### src/rtl/multicycle_control_if.sv
// Control bus between the multi-cycle MIPS sequencer and its datapath.
// master: the sequencer (samples opcode/funct/mem_ready, drives every select/enable).
// slave : the datapath side (drives opcode/funct/mem_ready, consumes the controls).
interface multicycle_control_if;
    logic [5:0] opcode;
    logic [5:0] funct;
    logic       mem_ready;
    logic       pc_write;
    logic       pc_write_cond;
    logic       branch_ne;
    logic       iord;
    logic       mem_read;
    logic       mem_write;
    logic       ir_write;
    logic       reg_write;
    logic [1:0] reg_dst;
    logic [1:0] mem_to_reg;
    logic       alu_src_a;
    logic [1:0] alu_src_b;
    logic [2:0] alu_op;
    logic [1:0] pc_source;
    logic [3:0] state;
    logic       illegal;

    modport master (
        input  opcode, funct, mem_ready,
        output pc_write, pc_write_cond, branch_ne, iord, mem_read, mem_write,
               ir_write, reg_write, reg_dst, mem_to_reg, alu_src_a, alu_src_b,
               alu_op, pc_source, state, illegal
    );

    modport slave (
        output opcode, funct, mem_ready,
        input  pc_write, pc_write_cond, branch_ne, iord, mem_read, mem_write,
               ir_write, reg_write, reg_dst, mem_to_reg, alu_src_a, alu_src_b,
               alu_op, pc_source, state, illegal
    );
endinterface

### src/rtl/multicycle_control.sv
// Moore sequencer for the multi-cycle MIPS datapath (shared memory, IR/MDR/ALUOut).
// Ports:
//   clk    rising-edge clock
//   reset  asynchronous, active-high; returns to FETCH and clears the fault
//   bus    multicycle_control_if.master: opcode/funct/mem_ready in, all datapath
//          selects/enables, debug state and sticky illegal out
// Parameters: MEM_TIMEOUT (stall limit), CNT_W (wait counter width).
// Build option: define MEM_WAIT_EN to make FETCH/MEM_READ/MEM_WRITE wait on
// mem_ready with a stall timeout into HALT; otherwise memory states take one cycle.
module multicycle_control #(
    parameter int unsigned MEM_TIMEOUT = 15,
    parameter int unsigned CNT_W       = 4
) (
    input  logic                 clk,
    input  logic                 reset,
    multicycle_control_if.master bus
);

    typedef enum logic [3:0] {
        S_FETCH     = 4'd0,
        S_DECODE    = 4'd1,
        S_MEM_ADDR  = 4'd2,
        S_MEM_READ  = 4'd3,
        S_MEM_WB    = 4'd4,
        S_MEM_WRITE = 4'd5,
        S_R_EXEC    = 4'd6,
        S_R_WB      = 4'd7,
        S_BRANCH    = 4'd8,
        S_JUMP      = 4'd9,
        S_I_EXEC    = 4'd10,
        S_I_WB      = 4'd11,
        S_JAL       = 4'd12,
        S_JR        = 4'd13,
        S_HALT      = 4'd14
    } state_t;

    localparam logic [5:0] OP_RTYPE = 6'h00;
    localparam logic [5:0] OP_J     = 6'h02;
    localparam logic [5:0] OP_JAL   = 6'h03;
    localparam logic [5:0] OP_BEQ   = 6'h04;
    localparam logic [5:0] OP_BNE   = 6'h05;
    localparam logic [5:0] OP_ADDI  = 6'h08;
    localparam logic [5:0] OP_SLTI  = 6'h0A;
    localparam logic [5:0] OP_ANDI  = 6'h0C;
    localparam logic [5:0] OP_ORI   = 6'h0D;
    localparam logic [5:0] OP_LUI   = 6'h0F;
    localparam logic [5:0] OP_LW    = 6'h23;
    localparam logic [5:0] OP_SW    = 6'h2B;
    localparam logic [5:0] FN_JR    = 6'h08;

    localparam logic [2:0] ALU_ADD = 3'd0;
    localparam logic [2:0] ALU_SUB = 3'd1;
    localparam logic [2:0] ALU_RFN = 3'd2;
    localparam logic [2:0] ALU_AND = 3'd3;
    localparam logic [2:0] ALU_OR  = 3'd4;
    localparam logic [2:0] ALU_SLT = 3'd5;
    localparam logic [2:0] ALU_LUI = 3'd6;

    state_t r_state;
    state_t w_next;
    logic   w_mem_done;   // memory finished its access this cycle
    logic   w_stall;      // hold current memory state
    logic   w_timeout;    // stall limit hit, fault next edge

`ifdef MEM_WAIT_EN
    logic             w_mem_state;
    logic [CNT_W-1:0] r_wait_cnt;

    assign w_mem_done  = bus.mem_ready;
    assign w_mem_state = (r_state == S_FETCH) || (r_state == S_MEM_READ) ||
                         (r_state == S_MEM_WRITE);
    assign w_stall     = w_mem_state && !bus.mem_ready;
    assign w_timeout   = w_mem_state && (r_wait_cnt == CNT_W'(MEM_TIMEOUT));

    // Consecutive stall counter; any completion, exit or fault clears it.
    always_ff @(posedge clk or posedge reset) begin
        if (reset) begin
            r_wait_cnt <= '0;
        end else if (w_stall && !w_timeout) begin
            r_wait_cnt <= r_wait_cnt + CNT_W'(1);
        end else begin
            r_wait_cnt <= '0;
        end
    end
`else
    logic w_unused;

    assign w_mem_done = 1'b1;
    assign w_stall    = 1'b0;
    assign w_timeout  = 1'b0;
    assign w_unused   = bus.mem_ready ^ (MEM_TIMEOUT == 0) ^ (CNT_W == 0);
`endif

    // State register.
    always_ff @(posedge clk or posedge reset) begin
        if (reset) begin
            r_state <= S_FETCH;
        end else begin
            r_state <= w_next;
        end
    end

    // Next-state logic; opcode/funct only matter in the states that branch on them.
    always_comb begin
        w_next = r_state;
        case (r_state)
            S_FETCH:    w_next = S_DECODE;
            S_DECODE: begin
                case (bus.opcode)
                    OP_RTYPE:                               w_next = (bus.funct == FN_JR) ? S_JR : S_R_EXEC;
                    OP_LW, OP_SW:                           w_next = S_MEM_ADDR;
                    OP_BEQ, OP_BNE:                         w_next = S_BRANCH;
                    OP_J:                                   w_next = S_JUMP;
                    OP_JAL:                                 w_next = S_JAL;
                    OP_ADDI, OP_SLTI, OP_ANDI, OP_ORI, OP_LUI: w_next = S_I_EXEC;
                    default:                                w_next = S_HALT;
                endcase
            end
            S_MEM_ADDR: w_next = (bus.opcode == OP_LW) ? S_MEM_READ : S_MEM_WRITE;
            S_MEM_READ: w_next = S_MEM_WB;
            S_R_EXEC:   w_next = S_R_WB;
            S_I_EXEC:   w_next = S_I_WB;
            S_HALT:     w_next = S_HALT;
            default:    w_next = S_FETCH;
        endcase
        if (w_stall) begin
            w_next = r_state;
        end
        if (w_timeout) begin
            w_next = S_HALT;
        end
    end

    // Output decode from the current state.
    always_comb begin
        bus.pc_write      = 1'b0;
        bus.pc_write_cond = 1'b0;
        bus.branch_ne     = 1'b0;
        bus.iord          = 1'b0;
        bus.mem_read      = 1'b0;
        bus.mem_write     = 1'b0;
        bus.ir_write      = 1'b0;
        bus.reg_write     = 1'b0;
        bus.reg_dst       = 2'd0;
        bus.mem_to_reg    = 2'd0;
        bus.alu_src_a     = 1'b0;
        bus.alu_src_b     = 2'd0;
        bus.alu_op        = ALU_ADD;
        bus.pc_source     = 2'd0;
        bus.state         = r_state;
        bus.illegal       = 1'b0;
        case (r_state)
            S_FETCH: begin
                bus.mem_read  = 1'b1;
                bus.ir_write  = w_mem_done;
                bus.pc_write  = w_mem_done;
                bus.alu_src_b = 2'd1;
            end
            S_DECODE:   bus.alu_src_b = 2'd3;
            S_MEM_ADDR: begin
                bus.alu_src_a = 1'b1;
                bus.alu_src_b = 2'd2;
            end
            S_MEM_READ: begin
                bus.mem_read = 1'b1;
                bus.iord     = 1'b1;
            end
            S_MEM_WB: begin
                bus.reg_write  = 1'b1;
                bus.mem_to_reg = 2'd1;
            end
            S_MEM_WRITE: begin
                bus.mem_write = 1'b1;
                bus.iord      = 1'b1;
            end
            S_R_EXEC: begin
                bus.alu_src_a = 1'b1;
                bus.alu_op    = ALU_RFN;
            end
            S_R_WB: begin
                bus.reg_write = 1'b1;
                bus.reg_dst   = 2'd1;
            end
            S_BRANCH: begin
                bus.alu_src_a     = 1'b1;
                bus.alu_op        = ALU_SUB;
                bus.pc_write_cond = 1'b1;
                bus.pc_source     = 2'd1;
                bus.branch_ne     = (bus.opcode == OP_BNE);
            end
            S_JUMP: begin
                bus.pc_write  = 1'b1;
                bus.pc_source = 2'd2;
            end
            S_I_EXEC: begin
                bus.alu_src_a = 1'b1;
                bus.alu_src_b = 2'd2;
                case (bus.opcode)
                    OP_SLTI: bus.alu_op = ALU_SLT;
                    OP_ANDI: bus.alu_op = ALU_AND;
                    OP_ORI:  bus.alu_op = ALU_OR;
                    OP_LUI:  bus.alu_op = ALU_LUI;
                    default: bus.alu_op = ALU_ADD;
                endcase
            end
            S_I_WB:     bus.reg_write = 1'b1;
            S_JAL: begin
                bus.pc_write   = 1'b1;
                bus.pc_source  = 2'd2;
                bus.reg_write  = 1'b1;
                bus.reg_dst    = 2'd2;
                bus.mem_to_reg = 2'd2;
            end
            S_JR: begin
                bus.pc_write  = 1'b1;
                bus.pc_source = 2'd3;
            end
            S_HALT:     bus.illegal = 1'b1;
            default: ;
        endcase
    end

endmodule
### src/flat_wrapper.sv
// flat-port wrapper written by rule: the top's interface ports become plain ports
module multicycle_control_flat 
#(
    parameter int unsigned MEM_TIMEOUT = 15,
    parameter int unsigned CNT_W       = 4
)
  (clk, reset, bus_opcode, bus_funct, bus_mem_ready, bus_pc_write, bus_pc_write_cond, bus_branch_ne, bus_iord, bus_mem_read, bus_mem_write, bus_ir_write, bus_reg_write, bus_reg_dst, bus_mem_to_reg, bus_alu_src_a, bus_alu_src_b, bus_alu_op, bus_pc_source, bus_state, bus_illegal);
  multicycle_control_if bus_i ();
  input  logic clk;
  input  logic reset;
  input wire logic [$bits(bus_i.opcode)-1:0] bus_opcode;
  input wire logic [$bits(bus_i.funct)-1:0] bus_funct;
  input wire logic [$bits(bus_i.mem_ready)-1:0] bus_mem_ready;
  output wire logic [$bits(bus_i.pc_write)-1:0] bus_pc_write;
  output wire logic [$bits(bus_i.pc_write_cond)-1:0] bus_pc_write_cond;
  output wire logic [$bits(bus_i.branch_ne)-1:0] bus_branch_ne;
  output wire logic [$bits(bus_i.iord)-1:0] bus_iord;
  output wire logic [$bits(bus_i.mem_read)-1:0] bus_mem_read;
  output wire logic [$bits(bus_i.mem_write)-1:0] bus_mem_write;
  output wire logic [$bits(bus_i.ir_write)-1:0] bus_ir_write;
  output wire logic [$bits(bus_i.reg_write)-1:0] bus_reg_write;
  output wire logic [$bits(bus_i.reg_dst)-1:0] bus_reg_dst;
  output wire logic [$bits(bus_i.mem_to_reg)-1:0] bus_mem_to_reg;
  output wire logic [$bits(bus_i.alu_src_a)-1:0] bus_alu_src_a;
  output wire logic [$bits(bus_i.alu_src_b)-1:0] bus_alu_src_b;
  output wire logic [$bits(bus_i.alu_op)-1:0] bus_alu_op;
  output wire logic [$bits(bus_i.pc_source)-1:0] bus_pc_source;
  output wire logic [$bits(bus_i.state)-1:0] bus_state;
  output wire logic [$bits(bus_i.illegal)-1:0] bus_illegal;
  assign bus_i.opcode = bus_opcode;
  assign bus_i.funct = bus_funct;
  assign bus_i.mem_ready = bus_mem_ready;
  assign bus_pc_write = bus_i.pc_write;
  assign bus_pc_write_cond = bus_i.pc_write_cond;
  assign bus_branch_ne = bus_i.branch_ne;
  assign bus_iord = bus_i.iord;
  assign bus_mem_read = bus_i.mem_read;
  assign bus_mem_write = bus_i.mem_write;
  assign bus_ir_write = bus_i.ir_write;
  assign bus_reg_write = bus_i.reg_write;
  assign bus_reg_dst = bus_i.reg_dst;
  assign bus_mem_to_reg = bus_i.mem_to_reg;
  assign bus_alu_src_a = bus_i.alu_src_a;
  assign bus_alu_src_b = bus_i.alu_src_b;
  assign bus_alu_op = bus_i.alu_op;
  assign bus_pc_source = bus_i.pc_source;
  assign bus_state = bus_i.state;
  assign bus_illegal = bus_i.illegal;
  multicycle_control #(.MEM_TIMEOUT(MEM_TIMEOUT), .CNT_W(CNT_W)) u_core (.clk(clk), .reset(reset), .bus(bus_i));
endmodule
### config.mk
export PLATFORM = sky130hd
export DESIGN_NAME = multicycle_control_flat
export DESIGN_NICKNAME = d
export VERILOG_FILES = /design/src/rtl/multicycle_control_if.sv /design/src/rtl/multicycle_control.sv /design/src/flat_wrapper.sv
export SDC_FILE = /design/constraint.sdc
export NUM_CORES = 1
export LEC_CHECK = 0
export CORE_UTILIZATION = 35
export DETAILED_ROUTE_END_ITERATION = 8
export PLACE_DENSITY_LB_ADDON = 0.2
export SKIP_LAST_GASP = 1
export SYNTH_ARGS = -nofsm -noshare
export SYNTH_HDL_FRONTEND = slang
export SYNTH_SLANG_ARGS = --single-unit
### constraint.sdc
create_clock -name clk -period 1.7 [get_ports clk]
set_clock_uncertainty 0.15 [all_clocks]
set_input_delay 0.34 -clock clk [delete_from_list [all_inputs] [get_ports clk]]
set_output_delay 0.34 -clock clk [all_outputs]
set_load 0.1 [all_outputs]
==> out/results.txt, run 1 <==
The flow did not finish. The run ended at detailed placement (3_5_place_dp). The first error in the log reads "[ERROR DPL-0038] Utilization greater than 100%, impossible to legalize".

After synthesis the cells add up to 611 µm². Measured along the x axis, the die boundary spans 43.8 µm. The count of buffers inserted at the top-level ports is 38, and the gate count of the mapped netlist is 91. Synthesized area divided by synthesized cell count: 6.71 µm². The final weighted congestion in routability-driven placement was 0.881; the area share of the largest cell type after synthesis was 16.4%.

The tools report the count of synthesis-stage warnings from yosys as 0. Synthesis inferred 4 register bits. The tools report the number of distinct library cells after synthesis as 38. By area the synthesized netlist is led by sky130_fd_sc_hd__dfrtp_1 16%, sky130_fd_sc_hd__nor2_1 8.6%, sky130_fd_sc_hd__nand2b_1 7.2%, sky130_fd_sc_hd__o21ai_0 4.1%, sky130_fd_sc_hd__a21oi_1 3.3%. The number of nets in the synthesized netlist is 106. The die height is 43.8 µm.

The share of the Yosys chip area taken by registers is 16.4%. The tools report the cell row count as 14. Once the floorplan was initialized, standard cells occupied 39.2% of the core. For the count of pins on the block boundary, the log shows 40. The largest total area in the synthesized netlist belongs to sky130_fd_sc_hd__dfrtp_1.
cells in the mapped netlist:
library cell and count:
sky130_fd_sc_hd__o2111a_1 1, sky130_fd_sc_hd__buf_6 1, sky130_fd_sc_hd__or3_1 2, sky130_fd_sc_hd__or2_1 2
sky130_fd_sc_hd__clkbuf_1 5, sky130_fd_sc_hd__nand3_1 4, sky130_fd_sc_hd__buf_4 1, sky130_fd_sc_hd__a21oi_1 4
sky130_fd_sc_hd__o31a_1 1, sky130_fd_sc_hd__a21boi_0 1, sky130_fd_sc_hd__inv_1 3, sky130_fd_sc_hd__nor3b_1 2
sky130_fd_sc_hd__a32o_1 1, sky130_fd_sc_hd__nor2_1 14, sky130_fd_sc_hd__nand2_1 5, sky130_fd_sc_hd__buf_2 1
sky130_fd_sc_hd__a21oi_2 1, sky130_fd_sc_hd__o21ai_1 2, sky130_fd_sc_hd__nor3_1 4, sky130_fd_sc_hd__and3_1 2
sky130_fd_sc_hd__buf_1 1, sky130_fd_sc_hd__xnor2_1 2, sky130_fd_sc_hd__dfrtp_1 4, sky130_fd_sc_hd__nand4b_1 1
sky130_fd_sc_hd__a2111o_1 1, sky130_fd_sc_hd__nand3b_1 1, sky130_fd_sc_hd__a22oi_1 1, sky130_fd_sc_hd__a31oi_1 2
sky130_fd_sc_hd__o21ai_0 5, sky130_fd_sc_hd__maj3_1 1, sky130_fd_sc_hd__o22ai_1 1, sky130_fd_sc_hd__nor4b_1 2
sky130_fd_sc_hd__o311ai_1 1, sky130_fd_sc_hd__nand2b_1 7, sky130_fd_sc_hd__a32oi_1 1, sky130_fd_sc_hd__xor2_1 1
sky130_fd_sc_hd__a211oi_1 1, sky130_fd_sc_hd__or4_4 1
kinds of logic after synthesis:
logic type / count (synthesis) / synth area share [%]
AO/OA/AOI/OAI: 24 / 26.8
XOR/XNOR: 3 / 4.30
adder cells (fa/ha/maj): 1 / 1.64
buffers and inverters: 12 / 9.43
flip-flops: 4 / 16.4
AND/OR/NAND/NOR: 47 / 41.4
per-stage QoR:
stage | worst slack, ns | cell area (µm²) | instances | TNS [ns] | hold slack, ns
after global placement | -0.681 | 1740 | 173 | -4.45 | 0.375
after floorplan | -1.59 | 916 | 91 | -15.33 | -0.0438
==> run 2: changes to the inputs <==
--- a/config.mk
+++ b/config.mk
@@ -5,9 +5,10 @@
 export SDC_FILE = /design/constraint.sdc
 export NUM_CORES = 1
 export LEC_CHECK = 0
-export CORE_UTILIZATION = 35
+export CORE_AREA = 2 2 63 65
 export DETAILED_ROUTE_END_ITERATION = 8
-export PLACE_DENSITY_LB_ADDON = 0.2
+export DIE_AREA = 0 0 65 67
+export PLACE_DENSITY_LB_ADDON = 0.15
 export SKIP_LAST_GASP = 1
 export SYNTH_ARGS = -nofsm -noshare
 export SYNTH_HDL_FRONTEND = slang
==> out/results.txt, run 2 <==
The flow ran to the end, but the final reports show violations. The checks that failed: setup timing. The number of sinks on the clock net is 4, and the final worst slack is -0.313 ns. The area share of the largest cell type after synthesis was 16.4% (unchanged); the total via count in the routed design was 971. OpenSTA, run right after detailed placement, puts the worst setup slack at -0.667 ns. Dividing the detail-routed via count by the number of cells gives 4.54.

The synthesized area divided by synthesized cell count works out to 6.71 µm² (unchanged). Counting instances in the post-synthesis netlist gives the leading cell types as 14 x sky130_fd_sc_hd__nor2_1, 7 x sky130_fd_sc_hd__nand2b_1, 5 x sky130_fd_sc_hd__clkbuf_1, 5 x sky130_fd_sc_hd__nand2_1, 5 x sky130_fd_sc_hd__o21ai_0. The layer flagged by global routing as most heavily used is met2.

The logs give 0 for the count of inserted antenna diode cells and 3 for the total clock buffers created by CTS. Number of buffer and inverter instances along the worst setup path: 1. Global routing finished with a remaining overflow of 0. Fraction of the cycle the final worst path needs: 118%. The count of buffers inserted at the top-level ports was 38 (unchanged). Across the run, the number of max-cap violations was 0. The die height was 67 µm (+53%); the maximum number of pins on one net before global-route repair was 11.

For this run, global-route usage on met3 was measured as 1.01%. By area the synthesized netlist is led by sky130_fd_sc_hd__dfrtp_1 16%, sky130_fd_sc_hd__nor2_1 8.6%, sky130_fd_sc_hd__nand2b_1 7.2%, sky130_fd_sc_hd__o21ai_0 4.1%, sky130_fd_sc_hd__a21oi_1 3.3%. Count of H-tree levels built during CTS: 1. The path class of the tightest hold or removal check is in2async.

The delay of the slowest cell on the worst path came out at 0.46 ns. The tools report the number of distinct library cells after synthesis as 38 (unchanged). The die covers 4360 µm². For the sequential-to-total area share from yosys stat, the log shows 16.4% (unchanged). Most frequent cell after synthesis: sky130_fd_sc_hd__nor2_1. The synthesized flop and latch total was 4 (unchanged); the number of flops mapped to enable cells by yosys was 0 (unchanged). The area overhead of the layout relative to synthesis is 229%, and the count of pins on the block boundary is 40 (unchanged). The element type at the critical path end is a primary output.

Top cell type by total area after synthesis: sky130_fd_sc_hd__dfrtp_1. Number of hold violations in the final report: 0. For the highest clock rate, the log shows 497 MHz.

Traced cell by cell, the critical path runs through or2_4 -> nor2_4 -> nor4b_4 -> buf_12. The count of synthesis-stage warnings from yosys came out at 0 (unchanged). The final weighted congestion in routability-driven placement is 0.848 (-3.7%). For this run, the total global-route usage over all layers was measured as 12.3%. After clock tree synthesis, the clock-pin slew on the worst setup and hold paths is 0.03 ns.

The post-route DRC violation count was 0; the arrival time of the worst setup path was 1.52 ns. The run gives 2560 µm as the final wirelength. The register with the most flip-flops in the layout has 4 of them. The run gives 0 as the residual antenna-violating net count after detailed routing.

The library cell contributing the largest single delay on the critical path was sky130_fd_sc_hd__dfrtp_4. The run gives 21 as the final setup violation count. Root buffer selected by CTS: sky130_fd_sc_hd__clkbuf_8. The logs give 22 (+8) for the cell row count and 611 µm² (unchanged) for the area of the mapped netlist.

Among all flip-flop cells after synthesis, the most frequent one is sky130_fd_sc_hd__dfrtp_1. The mean routed wirelength per cell is 12.0 µm. In this run, the number of DRC markers left after iteration 0 of detailed routing was 31. The data required time of the worst path is 1.21 ns, and the quantity of hold-fixing buffers added after cts is 0.

The post-route netlist has 72.3% of its cells at a drive strength greater than 1. The die width is 65 µm (+49%). The fraction of registers with async set or reset after synthesis works out to 100% (unchanged). The logs give 0 for the final max-slew violation count and 4170 µm for the global-route wire length before repair. On the critical path the largest part of the delay comes from simple AND/OR/NAND/NOR gates. In this run the tightest slew margin relative to its limit is 82.9%.

The met2 track utilization from global routing was 24.5%; the synthesized net count was 106 (unchanged). The first detailed-routing pass ran for 4 iterations. Setup repair after global routing could not meet its margin everywhere. For the met1 track utilization from global routing, the log shows 12.4%. Leaving out fill and tap cells, the most frequent cell in the layout is sky130_fd_sc_hd__buf_4. The final HPWL from detailed placement was 2100 µm. The tools report the effective utilization at floorplan as 16.9% (-22 points). The worst path in the final design needs a cycle of 2.01 ns, including I/O delays and setup. After the last flow step, the layout net total stands at 183. Clock latency on the worst-skew pair, taken at its later pin, is 0.22 ns. For the gate count of the mapped netlist, the log shows 91 (unchanged). The library cells used most frequently in the layout, excluding fill and tap cells, are 35 x sky130_fd_sc_hd__buf_4, 27 x sky130_fd_sc_hd__buf_12, 7 x sky130_fd_sc_hd__nand2b_4, 7 x sky130_fd_sc_hd__nor2_4, 7 x sky130_fd_sc_hd__clkdlybuf4s50_1. Initial antenna violation count: 0. Buffer levels on the longest clock path: 2. The via count of the first global-routing pass is 973. The total area inside the core boundary comes to 3610 µm². The slew at the pin with the worst max-slew slack works out to 0.255 ns. By startpoint and endpoint, the worst setup path is classified as reg2out. The worst setup path is launched from a register. TritonCTS built the clock tree. Along the worst path, the maximum fanout reaches 4.
## run 2: cell counts after synthesis
No cell type changed its count.
## run 2: timing repair
| action | CTS | global route |
|---|---|---|
| pin swaps | 11 | 10 |
| setup endpoints to repair | 24 | 21 |
| gates resized for setup | 42 | 15 |
| buffers inserted | 4 | 3 |
## run 2: per-layer routing
layer  wire length, µm  vias up  part of all wire, %
met4                51        0                  2.0
li1                  -      480                    -
met3               146        6                  5.7
met2              1410       39                   55
met1               947      446                   37
met5                 0        -                    0
## run 2: stage by stage
step                      setup TNS [ns]  area [µm²]  instances  hold slack [ns]  utilization (%)
after floorplan                   -15.33         916         91          -0.0438                -
after global placement             -4.69        1770        204            0.387             49.1
after detailed placement           -4.97        1770        204            0.388             49.1
after CTS                          -5.64        1930        211            0.161             53.5
after global routing               -6.03        2010        214            0.180             55.7
final                              -5.08        2010        214            0.162             55.7
## run 2: path summary, 6_finish.rpt
kind	startpoint	end	slack (ns)	cells after the start
worst max-delay path	u_core.bus.state[0]	bus_branch_ne	-0.31	4
worst min-delay path	reset	u_core.bus.state[3]	0.16	2
worst max register to register	u_core.bus.state[1]	u_core.bus.state[1]	0.08	6
worst min register to register	u_core.bus.state[2]	u_core.bus.state[2]	0.60	3
max in group asynchronous	reset	u_core.bus.state[1]	1.07	2
min in group clk	bus_opcode[5]	u_core.bus.state[2]	0.37	4
## run 2: cell families (layout without fill, tap and decap cells)
logic type,count (synthesis),count (layout),share of synthesized area [%]
simple gates,47,47,41.4
compound gates,24,24,26.8
flops,4,4,16.4
buf+inv,12,87,9.43
fa+ha+maj,1,1,1.64
xor+xnor,3,3,4.30
## run 2: cell type report
class / instances / area, µm²
tap: 48 / 60.1
fill: 327 / 1600
multi-input combinational: 75 / 769
sequential: 4 / 115
timing repair buffer: 81 / 1000
inverter: 3 / 18.8
clock buffer: 3 / 41.3
Power of run 2 is left out: the tool's default activity adds up to more than one toggle a clock period on the data nets, which glitch-free logic cannot reach.
==> run 3: changes to the inputs <==
--- a/config.mk
+++ b/config.mk
@@ -13,3 +13,4 @@
 export SYNTH_ARGS = -nofsm -noshare
 export SYNTH_HDL_FRONTEND = slang
 export SYNTH_SLANG_ARGS = --single-unit
+export TNS_END_PERCENT = 30
==> out/results.txt, run 3 (synthesized netlist as in run 2, its figures left out) <==
The run finished, with violations left. The final reports fail on setup timing. The reg-to-reg setup timing slack came out at 0.05 ns (-0.03 ns).

The tools report the number of DRC markers in iteration 0 as 15 (-52%). The endpoint identified for the worst register-to-register timing path is u_core.bus.state[1]. The library cell used most frequently in the layout, excluding fill and tap cells, is sky130_fd_sc_hd__buf_4.

The die area is 4360 µm² (unchanged), and the final worst slack is -0.338 ns (-0.0248 ns). CTS placed an instance of sky130_fd_sc_hd__clkbuf_8 at the clock tree root. The logs give 0 (unchanged) for the final max-slew violation count and 22 (unchanged) for the cell row count.

The die height was 67 µm (unchanged). The critical path starts at u_core.bus.state[0]. Data required time of the worst path: 1.21 ns (about the same). The run gives 173 (-5.5%) as the final net count. The slew at the pin with the worst max-slew slack works out to 0.277 ns (+0.0227 ns).

The count of pins on the block boundary was 40 (unchanged); the via count of the first global-routing pass was 947 (-2.7%). The area overhead of the layout relative to synthesis works out to 192%. Critical register-to-register path startpoint: u_core.bus.state[3]. The maximum fanout count along the critical path was 5 (+1). Final wirelength: 2390 µm (-6.6%).

The number of sinks on the clock net came out at 4 (unchanged). The effective utilization at floorplan is 16.9% (unchanged). The register area is 115 µm² (unchanged), and the average via count per standard cell is 4.55 (+0.26%). The path class of the lowest-slack min-delay path was in2async. Quantity of hold-fixing buffers added after cts: 0 (unchanged).

Setup repair after global routing could not meet its margin everywhere. The final critical path time including I/O delays and setup was 2.04 ns (+0.0248 ns); the count of buffers inserted at the top-level ports was 38 (unchanged). For the number of maximum-capacitance violations, the log shows 0 (unchanged). The run gives 491 MHz (-1.2%) as the highest clock rate. The relative slew slack came out at 81.5% (-1.4 points).

TritonCTS built the clock tree. The fraction of the cycle the final worst path needs works out to 120% (+1.5 points). Worst setup path category: reg2out.

The core footprint is 3610 µm² (unchanged), and the die width is 65 µm (unchanged). On the critical path, the stage with the largest delay is an instance of sky130_fd_sc_hd__dfrtp_4. The logs give 21 (unchanged) for the final setup violation count and 1 (unchanged) for the count of H-tree levels built during CTS. Area occupied by multi-input gates: 652 µm² (-15%). STA classifies the critical path endpoint as a primary output.

The overall overflow remaining after global route came out at 0 (unchanged). The total via count in the routed design was 928 (-4.4%); the total clock buffers created by CTS was 3 (unchanged). For the filler cell count in the final layout, the log shows 335 (+2.4%). The global-route wire length before repair was 4260 µm (+2.0%); the buffer levels on the longest clock path was 2 (unchanged). The delay of the slowest cell on the worst path was 0.47 ns (about the same).

The overall fraction of global-route tracks in use was 12.3% (+0.014 points); the clock transition time at the flip-flop clock pins of the worst setup and hold paths was 0.03 ns (about the same). The mean routed wirelength per cell works out to 11.7 µm (-2.0%). The run gives -5.45 ns (-0.375 ns) as the final-layout setup total negative slack. The top cell types in the final layout, fill and taps aside, are 29 x sky130_fd_sc_hd__buf_4, 26 x sky130_fd_sc_hd__buf_12, 7 x sky130_fd_sc_hd__clkdlybuf4s50_1. The tools report the number of hold violations in the final report as 0 (unchanged). The maximum number of pins on one net before global-route repair is 12 (+1), and the number of cells on the worst reg-to-reg path is 6 (unchanged). The final weighted congestion in routability-driven placement is 0.909 (+7.2%).

Walking the worst path, the cells encountered are or2_4 -> nor2_4 -> nor4b_4 -> buf_12. The worst setup path is launched from a register. The source-to-sink clock delay at the later pin of the worst-skew pair came out at 0.22 ns (about the same). Final HPWL from detailed placement: 1950 µm (-7.4%). The initial antenna violation count came out at 0 (unchanged). The share of post-route cells with drive strength above 1 is 64.7% (-7.5 points), and the number of flip-flops under the largest register name is 4 (unchanged).

The residual antenna-violating net count after detailed routing is 0 (unchanged). The post-route DRC violation count was 0 (unchanged); the arrival time of the worst setup path was 1.55 ns (+0.03 ns). The tools report the count of inserted antenna diode cells as 0 (unchanged). The number of detailed-routing iterations run before antenna repair was 4 (unchanged).
-- run 3: stage by stage --
step	setup slack, ns	util [%]	std cells	area [µm²]	hold WS (ns)
floorplan	-1.59	-	91	783	-0.0438
global placement	-0.650	44.9	198	1620	0.390
detailed placement	-0.675	44.9	198	1620	0.388
CTS	-0.349	48.4	203	1740	0.164
global route	-0.410	49.4	204	1780	0.183
finish	-0.338	49.4	204	1780	0.158
-- run 3: layout make-up --
class,instances,share of cell area [%]
timing repair buffer,71,50.5
tap,48,3.37
multi-input combinational,75,36.6
sequential,4,6.47
inverter,3,0.773
clock buffer,3,2.32
-- run 3: per-layer routing --
layer | up-vias | track usage (%) | part of all wire, %
li1 | 463 | - | -
met1 | 425 | 13.4 | 38
met2 | 34 | 23.7 | 54
met3 | 6 | 1.35 | 6.0
met4 | 0 | 5.59 | 2.1
met5 | - | 0 | 0
-- run 3: worst max path at each step --
stage                     to  slack, ns  cells past startpoint
2_1_floorplan  bus_branch_ne      -1.59                      5
3_3_place_gp   bus_branch_ne      -0.65                      5
3_5_place_dp   bus_branch_ne      -0.67                      5
4_1_cts        bus_branch_ne      -0.35                      5
5_1_grt        bus_branch_ne      -0.41                      4
6_report       bus_branch_ne      -0.34                      4
-- run 3: what timing repair did --
action / CTS / global route
pin swaps: 7 / 4
gates resized for setup: 40 / 7
endpoints found under the setup margin: 24 / 24
buffers inserted: 2 / 1
gates cloned: 0 / 0
-- run 3: worst max-delay path: cells and delay by family, from the launching register on --
kind                   cells  cell delay, ns
and+or+nand+nor            3            0.65
DFF                        1            0.47
buffers and inverters      1            0.21
Power of run 3 is left out for the same reason.
==> run 4: changes to the inputs <==
--- a/config.mk
+++ b/config.mk
@@ -9,7 +9,6 @@
 export DETAILED_ROUTE_END_ITERATION = 8
 export DIE_AREA = 0 0 65 67
 export PLACE_DENSITY_LB_ADDON = 0.15
-export SKIP_LAST_GASP = 1
 export SYNTH_ARGS = -nofsm -noshare
 export SYNTH_HDL_FRONTEND = slang
 export SYNTH_SLANG_ARGS = --single-unit
==> constraint.sdc (replaced) <==
create_clock -name clk -period 2.6 [get_ports clk]
set_clock_uncertainty 0.15 [all_clocks]
set_input_delay 0.52 -clock clk [delete_from_list [all_inputs] [get_ports clk]]
set_output_delay 0.52 -clock clk [all_outputs]
set_load 0.1 [all_outputs]
==> out/results.txt, run 4 (synthesized netlist as in run 2, its figures left out) <==
The flow ran to the end, and the final reports show no timing, DRC or antenna violations. Effective utilization at floorplan: 16.9% (unchanged). The overall fraction of global-route tracks in use came out at 10.1% (-2.2 points). STA classifies the critical path startpoint as an input pin. The number of flip-flops under the largest register name was 4 (unchanged).

The setup path with the least slack is of type in2out. The mean routed wirelength per cell was 11.5 µm (-2.0%); the maximum number of pins on one net before global-route repair was 18 (+6). The count of pins on the block boundary was 40 (unchanged). The arrival time of the worst setup path was 1.86 ns (+0.31 ns); the count of buffers inserted at the top-level ports was 38 (unchanged). Counting I/O delays and the setup requirement, the final critical path takes 2.53 ns. The tools report the met1 layer wirelength in the final routing as 891 µm (-1.7%). Cell row count: 22 (unchanged). The final net count came out at 154 (-11%). The tools report the number of DRC markers in iteration 0 as 18 (+3). The source-to-sink clock delay at the later pin of the worst-skew pair was 0.22 ns (about the same); the final HPWL from detailed placement was 1770 µm (-9.1%). Total length of routed met3 wires: 115 µm (-20%). Final wirelength: 2120 µm (-11%).

For the post-layout instance count excluding filler cells, the log shows 185 (-9.3%). For the count of inserted antenna diode cells, the log shows 0 (unchanged). The run gives 4 (unchanged) as the number of detailed-routing iterations run before antenna repair. The leading cell type in the layout, fill and taps excluded was sky130_fd_sc_hd__buf_12. The average via count per standard cell was 4.51 (-0.90%). The die width works out to 65 µm (unchanged). The logs give 182 (-8.1%) for the total instance count after detailed placement and 3 (unchanged) for the total clock buffers created by CTS. The final max-slew violation count came out at 0 (unchanged). The overall overflow remaining after global route is 0 (unchanged), and the final weighted congestion in routability-driven placement is 0.750 (-18%).

The slew at the pin with the worst max-slew slack is 0.509 ns (+0.231 ns), and the quantity of hold-fixing buffers added after cts is 0 (unchanged). The die area came out at 4360 µm² (unchanged). Library cell contributing the largest single delay on the critical path: sky130_fd_sc_hd__a2111o_1.

Share of post-route cells with drive strength above 1: 48.2% (-17 points). The root buffer selected by CTS was sky130_fd_sc_hd__clkbuf_8. The run gives 0 (unchanged) as the post-route DRC violation count.

Leaving out fill and tap cells, the most frequent cells in the layout are 21 x sky130_fd_sc_hd__buf_12, 18 x sky130_fd_sc_hd__buf_4, 9 x sky130_fd_sc_hd__nor2_1, 9 x sky130_fd_sc_hd__clkdlybuf4s50_1. The path class of the tightest hold or removal check is in2async. The residual antenna-violating net count after detailed routing was 0 (unchanged). The tools report the filler cell count in the final layout as 369 (+10%).

TritonCTS built the clock tree. The data required time of the worst path is 1.93 ns (+0.72 ns), and the clock transition time at the flip-flop clock pins of the worst setup and hold paths is 0.03 ns (about the same). The logs give 1 (unchanged) for the count of H-tree levels built during CTS and 4 (unchanged) for the number of sinks on the clock net. The number of maximum-capacitance violations came out at 0 (unchanged).

The run gives 834 (-10%) as the total via count in the routed design. STA classifies the critical path endpoint as a primary output. The wire length on met2 was 1080 µm (-17%); the via count of the first global-routing pass was 736 (-22%).

The tools report the core footprint as 3610 µm² (unchanged). The logs give 3410 µm (-20%) for the global-route wire length before repair and 395 MHz for the highest clock rate. Setup repair after global routing could not meet its margin everywhere. The fraction of the cycle the final worst path needs is 97.5%, and the final core utilization is 41.2% (-8.2 points).

Traced cell by cell, the critical path runs through dlygate4sd2_1 -> nand2b_1 -> a2111o_1 -> a211oi_4 -> buf_12. The run gives 0 (-100%) as the final setup violation count. The number of hold violations in the final report was 0 (unchanged). Relative to the synthesized area, the layout overhead comes to 143%.

The relative slew slack was 65.6% (-16 points); the initial antenna violation count was 0 (unchanged). The die height was 67 µm (unchanged); the number of buffers inserted to repair setup after CTS was 0 (-2). The highest layer touched by signal routing is met4. The number of cells on the worst reg-to-reg path was 4 (-2). The delay of the slowest cell on the worst path was 0.41 ns (-0.06 ns); the maximum fanout count along the critical path was 4 (-1). The buffer levels on the longest clock path is 2 (unchanged).
==> run 4: cell type report <==
cell class | instances | area [µm²] | share of cell area [%]
sequential | 4 | 113 | 7.58
clock buffer | 3 | 41.3 | 2.78
multi-input combinational | 75 | 581 | 39.1
inverter | 3 | 11.3 | 0.758
timing repair buffer | 52 | 681 | 45.8
tap | 48 | 60.1 | 4.04
==> run 4: final timing paths <==
kind / start / end / slack, ns
min: reset / u_core.bus.state[0] / 0.34
min reg2reg: u_core.bus.state[0] / u_core.bus.state[0] / 0.60
min in group clk: u_core.bus.state[0] / u_core.bus.state[0] / 0.60
max reg2reg: u_core.bus.state[3] / u_core.bus.state[1] / 1.02
max: bus_opcode[2] / bus_alu_op[0] / 0.07
max in group asynchronous: reset / u_core.bus.state[2] / 1.80
==> run 4: metal layers <==
metal  GRT usage, %  vias up
met5              0        -
met4           4.79        0
met3           1.35        4
met2           18.6       32
met1           11.5      373
li1               -      425
==> run 4: through the flow <==
| stage | hold slack (ns) | setup slack (ns) | area (µm²) | setup TNS [ns] |
|---|---|---|---|---|
| final | 0.337 | 0.0653 | 1490 | 0 |
| after global routing | 0.354 | -0.00230 | 1490 | -0.00230 |
| after CTS | 0.345 | 0.0195 | 1480 | 0 |
| after detailed placement | 0.573 | -0.164 | 1430 | -0.396 |
| after global placement | 0.561 | -0.156 | 1430 | -0.351 |
| after floorplan | 0.136 | -0.871 | 753 | -6.18 |
==> run 4: worst max-delay path: cells and delay by family <==
| family | cells | cell delay, ns |
|---|---|---|
| buf+inv | 2 | 0.49 |
| simple gates | 1 | 0.17 |
| compound gates | 2 | 0.67 |
==> run 4: what timing repair did <==
action / in CTS / in global routing
gates cloned: 0 / 0
pin swaps: 2 / 2
setup endpoints to repair: 3 / 2
resized for setup: 6 / 1
Power of run 4 is left out for the same reason.
